===== src/rtl/ycbcr_conv_arbiter.sv =====
// Round-robin arbiter/sequencer sharing one RGB888->YCbCr converter between
// two pixel sources. It drives the converter start/all_end handshake, returns
// tagged results, and aborts hung conversions by timeout plus converter reset.
module ycbcr_conv_arbiter #(
  parameter int TIMEOUT = 15
) (
  input  logic        clk,
  input  logic        rst,
  input  logic        s0_valid,
  input  logic [23:0] s0_data,
  output logic        s0_ready,
  input  logic        s1_valid,
  input  logic [23:0] s1_data,
  output logic        s1_ready,
  output logic        m_valid,
  output logic [23:0] m_data,
  output logic        m_id,
  output logic        err,
  output logic        err_id,
  output logic        busy,
  output logic        conv_start,
  output logic [23:0] conv_din,
  output logic        conv_rst_n,
  input  logic        conv_end,
  input  logic [23:0] conv_dout
);

  typedef enum logic [1:0] {
    ST_IDLE,
    ST_ISSUE,
    ST_RELEASE,
    ST_ABORT
  } state_t;

  // Last counter value in ISSUE before the conversion is declared hung.
  localparam logic [7:0] TO_LAST = 8'(TIMEOUT - 1);

  state_t      r_state, w_state_next;
  logic [7:0]  r_cnt, w_cnt_next;
  logic        r_last, w_last_next;
  logic        r_cur_id, w_cur_id_next;
  logic [1:0]  r_ready, w_ready_next;
  logic        r_conv_start, w_conv_start_next;
  logic [23:0] r_conv_din, w_conv_din_next;
  logic        r_conv_rst_n, w_conv_rst_n_next;
  logic        r_m_valid, w_m_valid_next;
  logic [23:0] r_m_data, w_m_data_next;
  logic        r_m_id, w_m_id_next;
  logic        r_err, w_err_next;
  logic        r_err_id, w_err_id_next;

  // Arbitration: a lone requester wins; on a tie the source not served last wins.
  logic        w_req;
  logic        w_gid;
  logic [23:0] w_gdata;

  assign w_req   = s0_valid | s1_valid;
  assign w_gid   = (s0_valid & s1_valid) ? ~r_last : s1_valid;
  assign w_gdata = w_gid ? s1_data : s0_data;

  // Next-state and next-output logic; pulse outputs default low every cycle.
  always_comb begin
    w_state_next      = r_state;
    w_cnt_next        = r_cnt;
    w_last_next       = r_last;
    w_cur_id_next     = r_cur_id;
    w_ready_next      = 2'b00;
    w_conv_start_next = 1'b0;
    w_conv_din_next   = r_conv_din;
    w_conv_rst_n_next = 1'b1;
    w_m_valid_next    = 1'b0;
    w_m_data_next     = r_m_data;
    w_m_id_next       = r_m_id;
    w_err_next        = 1'b0;
    w_err_id_next     = r_err_id;

    case (r_state)
      ST_IDLE, ST_RELEASE: begin
        // RELEASE drops start for one cycle so the converter returns to idle;
        // a new grant may still be taken on the edge that leaves it.
        if (w_req) begin
          w_ready_next      = w_gid ? 2'b10 : 2'b01;
          w_conv_din_next   = w_gdata;
          w_cur_id_next     = w_gid;
          w_last_next       = w_gid;
          w_conv_start_next = 1'b1;
          w_cnt_next        = 8'd0;
          w_state_next      = ST_ISSUE;
        end else begin
          w_state_next = ST_IDLE;
        end
      end

      ST_ISSUE: begin
        w_cnt_next = r_cnt + 8'd1;
        if (conv_end) begin
          w_m_data_next  = conv_dout;
          w_m_id_next    = r_cur_id;
          w_m_valid_next = 1'b1;
          w_state_next   = ST_RELEASE;
        end else if (r_cnt == TO_LAST) begin
          w_conv_rst_n_next = 1'b0;
          w_err_next        = 1'b1;
          w_err_id_next     = r_cur_id;
          w_cnt_next        = 8'd0;
          w_state_next      = ST_ABORT;
        end else begin
          w_conv_start_next = 1'b1;
        end
      end

      ST_ABORT: begin
        // Converter reset is held for two cycles; the pixel is dropped.
        w_conv_rst_n_next = 1'b0;
        w_cnt_next        = r_cnt + 8'd1;
        if (r_cnt == 8'd1) begin
          w_conv_rst_n_next = 1'b1;
          w_state_next      = ST_IDLE;
        end
      end

      default: begin
        w_state_next = ST_IDLE;
      end
    endcase
  end

  // State and output registers with synchronous reset; converter held in reset.
  always_ff @(posedge clk) begin
    if (rst) begin
      r_state      <= ST_IDLE;
      r_cnt        <= 8'd0;
      r_last       <= 1'b1;
      r_cur_id     <= 1'b0;
      r_ready      <= 2'b00;
      r_conv_start <= 1'b0;
      r_conv_din   <= 24'd0;
      r_conv_rst_n <= 1'b0;
      r_m_valid    <= 1'b0;
      r_m_data     <= 24'd0;
      r_m_id       <= 1'b0;
      r_err        <= 1'b0;
      r_err_id     <= 1'b0;
    end else begin
      r_state      <= w_state_next;
      r_cnt        <= w_cnt_next;
      r_last       <= w_last_next;
      r_cur_id     <= w_cur_id_next;
      r_ready      <= w_ready_next;
      r_conv_start <= w_conv_start_next;
      r_conv_din   <= w_conv_din_next;
      r_conv_rst_n <= w_conv_rst_n_next;
      r_m_valid    <= w_m_valid_next;
      r_m_data     <= w_m_data_next;
      r_m_id       <= w_m_id_next;
      r_err        <= w_err_next;
      r_err_id     <= w_err_id_next;
    end
  end

  assign s0_ready   = r_ready[0];
  assign s1_ready   = r_ready[1];
  assign conv_start = r_conv_start;
  assign conv_din   = r_conv_din;
  assign conv_rst_n = r_conv_rst_n;
  assign m_valid    = r_m_valid;
  assign m_data     = r_m_data;
  assign m_id       = r_m_id;
  assign err        = r_err;
  assign err_id     = r_err_id;
  assign busy       = (r_state != ST_IDLE);

endmodule


===== config.mk =====
export PLATFORM = sky130hd
export DESIGN_NAME = ycbcr_conv_arbiter
export DESIGN_NICKNAME = d
export VERILOG_FILES = /design/src/rtl/ycbcr_conv_arbiter.sv
export SDC_FILE = /design/constraint.sdc
export NUM_CORES = 1
export LEC_CHECK = 0
export CAP_MARGIN = 10
export CORE_UTILIZATION = 40
export DETAILED_ROUTE_END_ITERATION = 7
export GPL_TIMING_DRIVEN = 0
export PLACE_DENSITY_LB_ADDON = 0.2
export SETUP_SLACK_MARGIN = 0.02
export SLEW_MARGIN = 40
export SYNTH_ARGS = -nofsm -noshare
export SYNTH_HDL_FRONTEND = slang
export SYNTH_SLANG_ARGS = --single-unit
export TNS_END_PERCENT = 50

===== constraint.sdc =====
create_clock -name clk -period 2 [get_ports clk]
set_clock_uncertainty 0.2 [all_clocks]
set_input_delay 0.3 -clock clk [delete_from_list [all_inputs] [get_ports clk]]
set_output_delay 0.3 -clock clk [all_outputs]
set_load 0.05 [all_outputs]

==> results of run 1 <==
## timing repair
item                                   4_1_cts  5_1_grt
endpoints found under the hold margin        0        0
setup endpoints to repair                   53        9
resized for setup                           55        8
## metrics by stage
step                      instances  utilization, %
after detailed placement        523            64.4
after floorplan                 313               -
after global routing            539            66.6
after CTS                       539            66.4
final                           539            66.6
after global placement          523            64.4
## cell families after synthesis
group / count (synthesis) / synth area share [%]
flops: 68 / 49.4
simple gates: 122 / 19.2
compound gates: 67 / 15.6
buf+inv: 25 / 4.36
fa+ha+maj: 3 / 1.36
mux: 25 / 9.08
xor+xnor: 3 / 0.953
## sequential cells by signal, summed over array words and instances (netlist names)
| signal | count |
|---|---|
| r_state | 2 |
| r_cur_id | 1 |
| conv_rst_n | 1 |
| r_last | 1 |
| err | 1 |
| conv_start | 1 |
| err_id | 1 |
| m_valid | 1 |
| r_cnt | 8 |
| m_id | 1 |
| m_data | 24 |
| r_ready | 2 |
| conv_din | 24 |
## layer usage
metal | share of wire, % | up-vias | track usage, %
met5 | 0 | - | 0
met4 | 1.3 | 0 | 8.01
met3 | 6.7 | 8 | 7.49
met2 | 49 | 88 | 36.0
met1 | 43 | 1244 | 24.3
li1 | - | 1372 | -
## area by class of cell
class | instances | area share [%]
buffer | 21 | 2.43
tap | 77 | 2.23
sequential | 68 | 31.5
clock buffer | 10 | 2.95
timing repair buffer | 133 | 29.4
multi-input combinational | 220 | 29.6
inverter | 4 | 0.347
clock inverter | 6 | 1.50
## where the power goes
| group | switching, mW | internal, mW | total, mW |
|---|---|---|---|
| Sequential | 0.0468 | 1.45 | 1.49 |
| Combinational | 0.542 | 0.329 | 0.871 |
| Clock | 0.526 | 0.576 | 1.10 |
| Total | 1.11 | 2.35 | 3.46 |
## tightest hold or removal path: stages, from the launching register on
cell     delay (ns)
dfxtp_1        0.31
nand2_1        0.05
a21oi_1        0.05
## final timing paths
| check | endpoint | cells after the start | slack (ns) | from |
|---|---|---|---|---|
| min | m_data[2]$_SDFFE_PP0P_ | 2 | 0.25 | m_data[2]$_SDFFE_PP0P_ |
| max | busy | 3 | 0.16 | r_state[0]$_SDFFE_PP0P_ |
| min reg2reg | m_data[2]$_SDFFE_PP0P_ | 2 | 0.25 | m_data[2]$_SDFFE_PP0P_ |
| max reg2reg | m_data[16]$_SDFFE_PP0P_ | 6 | 0.22 | r_state[0]$_SDFFE_PP0P_ |
## synthesized netlist by cell type (all sizes together)
cell and instances:
a211oi 24, buf 9, or3b 1, mux2i 25, a32oi 1, a21oi 26, dfxtp 68, nand3 6
o21ai 3, a41oi 2, nand2b 1, a31oi 6, or4 1, a221o 1, nand4 2, xor2 3
inv 4, nor2b 1, nor3 2, ha 3, clkbuf 12, o31a 1, and2 1, and3 3
a22oi 1, nor4 2, nor3b 2, nand2 57, o21a 1, nor2 41, or2 1, a21boi 1
or3 1
==> flow_metrics.env, run 1 <==
export IMPL_nNetsFinal=537
export IMPL_grt_max_degree=13
export IMPL_yosys_cell_types_count=36
export IMPL_port_buffers=133
export IMPL_seq_area_um2=1360
export IMPL_ir_worst_vdd_mv=0.462
export IMPL_synthTopCellsByArea="dfxtp_1 49%, mux2i_1 9.1%, nand2_1 7.8%"
export IMPL_final_max_slew_viol_count=0
export IMPL_layout_common_cells="76 x clkdlybuf4s50_1, 67 x dfxtp_1, 57 x nand2_1"
export IMPL_postCtsHoldBufs=0
export IMPL_max_freq_mhz=542
export IMPL_setup_violations=0
export IMPL_cp_start_kind="flop"
export IMPL_final_hold_violation_count=0
export IMPL_avgSynthCellArea_um2=8.81
export IMPL_antenna_found_initial=0
export IMPL_cp_top_family="buffers and inverters"
export IMPL_drt_drc_violations_left=0
export IMPL_crit_fanout=10
export IMPL_maxCapViolCount=0
export IMPL_via_count=2712
export IMPL_path_common_cell="buf_2"
export IMPL_ys_seq_area_share_pct=49.4
export IMPL_drtPass1Iterations=4
export IMPL_tightest_slew_ns=0.595
export IMPL_drt_iter0_drc=76
export IMPL_ant_nets=0
export IMPL_p_leak_nw=1.89
export IMPL_critical_path_class="flop to primary output"
export IMPL_status="completed"
export IMPL_yosysWarnings=0
export IMPL_power_per_cell_area_nw_per_um2=801
export IMPL_dp_hpwl_um=5550
export IMPL_start_util_pct=42.4
export IMPL_cp_num_buf_inv=2
export IMPL_syn_nets=393
export IMPL_period_needed_ns=1.84
export IMPL_cp_arrival_ns=1.34
export IMPL_grt_use_total_pct=21.1
export IMPL_multiInputGateArea_um2=1280
export IMPL_dieArea_um2=7230
export IMPL_viasPerCell=5.03
export IMPL_clockBufferDepth=2
export IMPL_fin_tns_setup_ns=0
export IMPL_ys_seq_elements=68
export IMPL_yosys_area_top_type_share_pct=49.4
export IMPL_cts_sinks=68
export IMPL_slowest_delay_ns=0.33
export IMPL_totalWireLength_um=7320
export IMPL_clk_latency_ns=0.34
export IMPL_syn_inst=313
export IMPL_cp_end_kind="primary output"
export IMPL_die_h_um=85.0
export IMPL_hold_path_class="flop to flop"
export IMPL_hold_ws_ns=0.251
export IMPL_cts_tree="yes"
export IMPL_rsz0062_at_grt="false"
export IMPL_grt_pass1_wl_um=11900
export IMPL_layout_commonest_cell="clkdlybuf4s50_1"
export IMPL_drive_above_1_share_pct=6.93
export IMPL_fin_crit_sh_pct=92.2
export IMPL_ios=134
export IMPL_grt_pass1_vias=2600
export IMPL_place_gp_congestion=0.758
export IMPL_antenna_cells=0
export IMPL_worst_ep_required_time_ns=1.50
export IMPL_placed_area_um2=4180
export IMPL_htree_num_levels=3
export IMPL_power_mw=3.46
export IMPL_clk_pin_slew_worst_paths_ns=0.08
export IMPL_wl_per_cell_um=13.6
export IMPL_rows=29
export IMPL_fill_cells=595
export IMPL_cpMaxStageDelayCell="dfxtp_1"
export IMPL_numCtsBuffers=9
export IMPL_synth_area_leader_cell="dfxtp_1"
export IMPL_post_cts_buffers=0
export IMPL_syn_area_um2=2760
export IMPL_stdcell_area_um2=4320
export IMPL_dp_slack_ns=-0.177
export IMPL_slew_headroom_pct=59.9
export IMPL_overflow=0
export IMPL_areaGrowthSynthToFinish_pct=56.9
export IMPL_die_w_um=85.0
export IMPL_crit_chain="buf_2 > or2_2 > buf_2"
export IMPL_final_setup_worst_slack_ns=0.155
export IMPL_cts_root_buf="clkbuf_8"
export IMPL_coreArea_um2=6490
(Power assumes the default switching activity.)
==> run 2, diff against run 1 <==
--- a/config.mk
+++ b/config.mk
@@ -6,6 +6,7 @@
 export NUM_CORES = 1
 export LEC_CHECK = 0
 export CAP_MARGIN = 10
+export CORE_ASPECT_RATIO = 0.9
 export CORE_UTILIZATION = 40
 export DETAILED_ROUTE_END_ITERATION = 7
 export GPL_TIMING_DRIVEN = 0
==> constraint.sdc (replaced) <==
create_clock -name clk -period 2 [get_ports clk]
set_clock_uncertainty 0.2 [all_clocks]
set_input_delay 0.3 -clock clk [delete_from_list [all_inputs] [get_ports clk]]
set_output_delay 0.3 -clock clk [all_outputs]
set_load 0.01 [all_outputs]
==> flow_metrics.env, run 2 (synthesis results as in run 1) <==
export IMPL_status="completed"
export IMPL_fin_crit_sh_pct=95.8
export IMPL_max_freq_mhz=522
export IMPL_ios=134
export IMPL_clk_pin_slew_worst_paths_ns=0.07
export IMPL_final_max_slew_viol_count=0
export IMPL_p_leak_nw=1.62
export IMPL_p_switching_uw=846
export IMPL_ir_worst_vdd_mv=0.501
export IMPL_power_frac_comb_pct=21.3
export IMPL_p_sw_share_pct=26.8
export IMPL_die_w_um=89.5
export IMPL_crit_fanout=10
export IMPL_power_frac_seq_pct=47.4
export IMPL_final_hold_violation_count=0
export IMPL_postCtsHoldBufs=0
export IMPL_power_per_cell_area_nw_per_um2=720
export IMPL_cp_end_kind="primary output"
export IMPL_drt_iter0_drc=105
export IMPL_rsz0062_at_grt="true"
export IMPL_areaGrowthSynthToFinish_pct=59.0
export IMPL_fin_util_pct=66.2
export IMPL_overflow=0
export IMPL_ant_nets=0
export IMPL_hold_ws_ns=0.254
export IMPL_cp_arrival_ns=1.42
export IMPL_cts_tree="yes"
export IMPL_clk_latency_ns=0.33
export IMPL_start_util_pct=41.6
export IMPL_maxCapViolCount=0
export IMPL_cts_sinks=68
export IMPL_place_gp_congestion=0.761
export IMPL_p_int_mw=2.31
export IMPL_fin_tns_setup_ns=0
export IMPL_clockBufferDepth=2
export IMPL_dp_hpwl_um=5450
export IMPL_drtPass1Iterations=4
export IMPL_grt_max_degree=13
export IMPL_placed_area_um2=4200
export IMPL_viasPerCell=4.92
export IMPL_critical_path_class="flop to primary output"
export IMPL_drt_drc_violations_left=0
export IMPL_die_h_um=80.8
export IMPL_layout_commonest_cell="clkdlybuf4s50_1"
export IMPL_use_met1_pct=25.3
export IMPL_cp_start_kind="flop"
export IMPL_nNetsFinal=537
export IMPL_tightest_slew_ns=0.669
export IMPL_grt_use_met2_pct=33.6
export IMPL_port_buffers=133
export IMPL_rows=28
export IMPL_drive_above_1_share_pct=6.71
export IMPL_fill_cells=563
export IMPL_grt_pass1_wl_um=11400
export IMPL_numCtsBuffers=9
export IMPL_grt_use_total_pct=20.7
export IMPL_totalWireLength_um=7140
export IMPL_grtUsageMet3_pct=8.13
export IMPL_htree_num_levels=3
export IMPL_antenna_cells=0
export IMPL_grt_pass1_vias=2564
export IMPL_cts_resized=1
export IMPL_wl_per_cell_um=12.9
export IMPL_antenna_found_initial=0
export IMPL_post_cts_buffers=0
export IMPL_hold_path_class="flop to flop"
export IMPL_dieArea_um2=7230
export IMPL_worst_ep_required_time_ns=1.50
export IMPL_slew_headroom_pct=54.9
export IMPL_layout_common_cells="132 x clkdlybuf4s50_1, 68 x dfxtp_1, 57 x nand2_1"
export IMPL_grt_most_used_layer="met2"
export IMPL_coreArea_um2=6620
export IMPL_via_count=2714
export IMPL_period_needed_ns=1.92
export IMPL_setup_violations=0
export IMPL_stdcell_area_um2=4380
export IMPL_pwr_share_clk_pct=31.3
export IMPL_cts_root_buf="clkbuf_8"
[run 2: worst paths after layout]
| path | start | end | slack, ns | cells past startpoint |
|---|---|---|---|---|
| setup / recovery | r_state[0]$_SDFFE_PP0P_ | busy | 0.08 | 3 |
| hold / removal | m_data[11]$_SDFFE_PP0P_ | m_data[11]$_SDFFE_PP0P_ | 0.25 | 2 |
| hold reg to reg | m_data[11]$_SDFFE_PP0P_ | m_data[11]$_SDFFE_PP0P_ | 0.25 | 2 |
| setup reg to reg | r_cnt[0]$_SDFFE_PP0P_ | r_cnt[7]$_SDFFE_PP0P_ | 0.13 | 6 |
[run 2: critical path: stages, from the launching register on]
cell           delay (ns)
dfxtp_1              0.33
buf_2                0.18
or2_2                0.29
dlygate4sd2_1        0.28
[run 2: cell type report]
class | instances | area [µm²] | share of cell area [%]
plain buffers | 21 | 105 | 2.40
clock buffers | 10 | 138 | 3.14
clock inverters | 6 | 40.0 | 0.914
inverters | 4 | 15.0 | 0.343
multi-input cells | 220 | 1280 | 29.2
flip-flops and latches | 68 | 1360 | 31.1
well taps | 90 | 113 | 2.57
repair buffers | 133 | 1330 | 30.3
[run 2: power groups by stage]
| stage | Sequential (mW) | Clock (mW) | Combinational, mW |
|---|---|---|---|
| floorplan | 1.56 | 0 | 0.257 |
| global placement | 1.52 | 0 | 0.669 |
| detailed placement | 1.53 | 0 | 0.676 |
| CTS | 1.50 | 1.02 | 0.677 |
| global route | 1.51 | 1.08 | 0.735 |
| finish | 1.50 | 0.987 | 0.673 |
[run 2: per-stage QoR]
| step | setup WS [ns] | instances | total power, mW |
|---|---|---|---|
| floorplan | 0.310 | 313 | 1.82 |
| global placement | -0.161 | 536 | 2.19 |
| detailed placement | -0.171 | 536 | 2.20 |
| CTS | 0.0241 | 552 | 3.19 |
| global route | 0.00649 | 552 | 3.33 |
| finish | 0.0839 | 552 | 3.16 |
[run 2: layer usage]
metal	vias up	part of all wire [%]
li1	1371	-
met1	1254	44
met2	77	47
met3	12	6.7
met4	0	1.7
met5	-	0
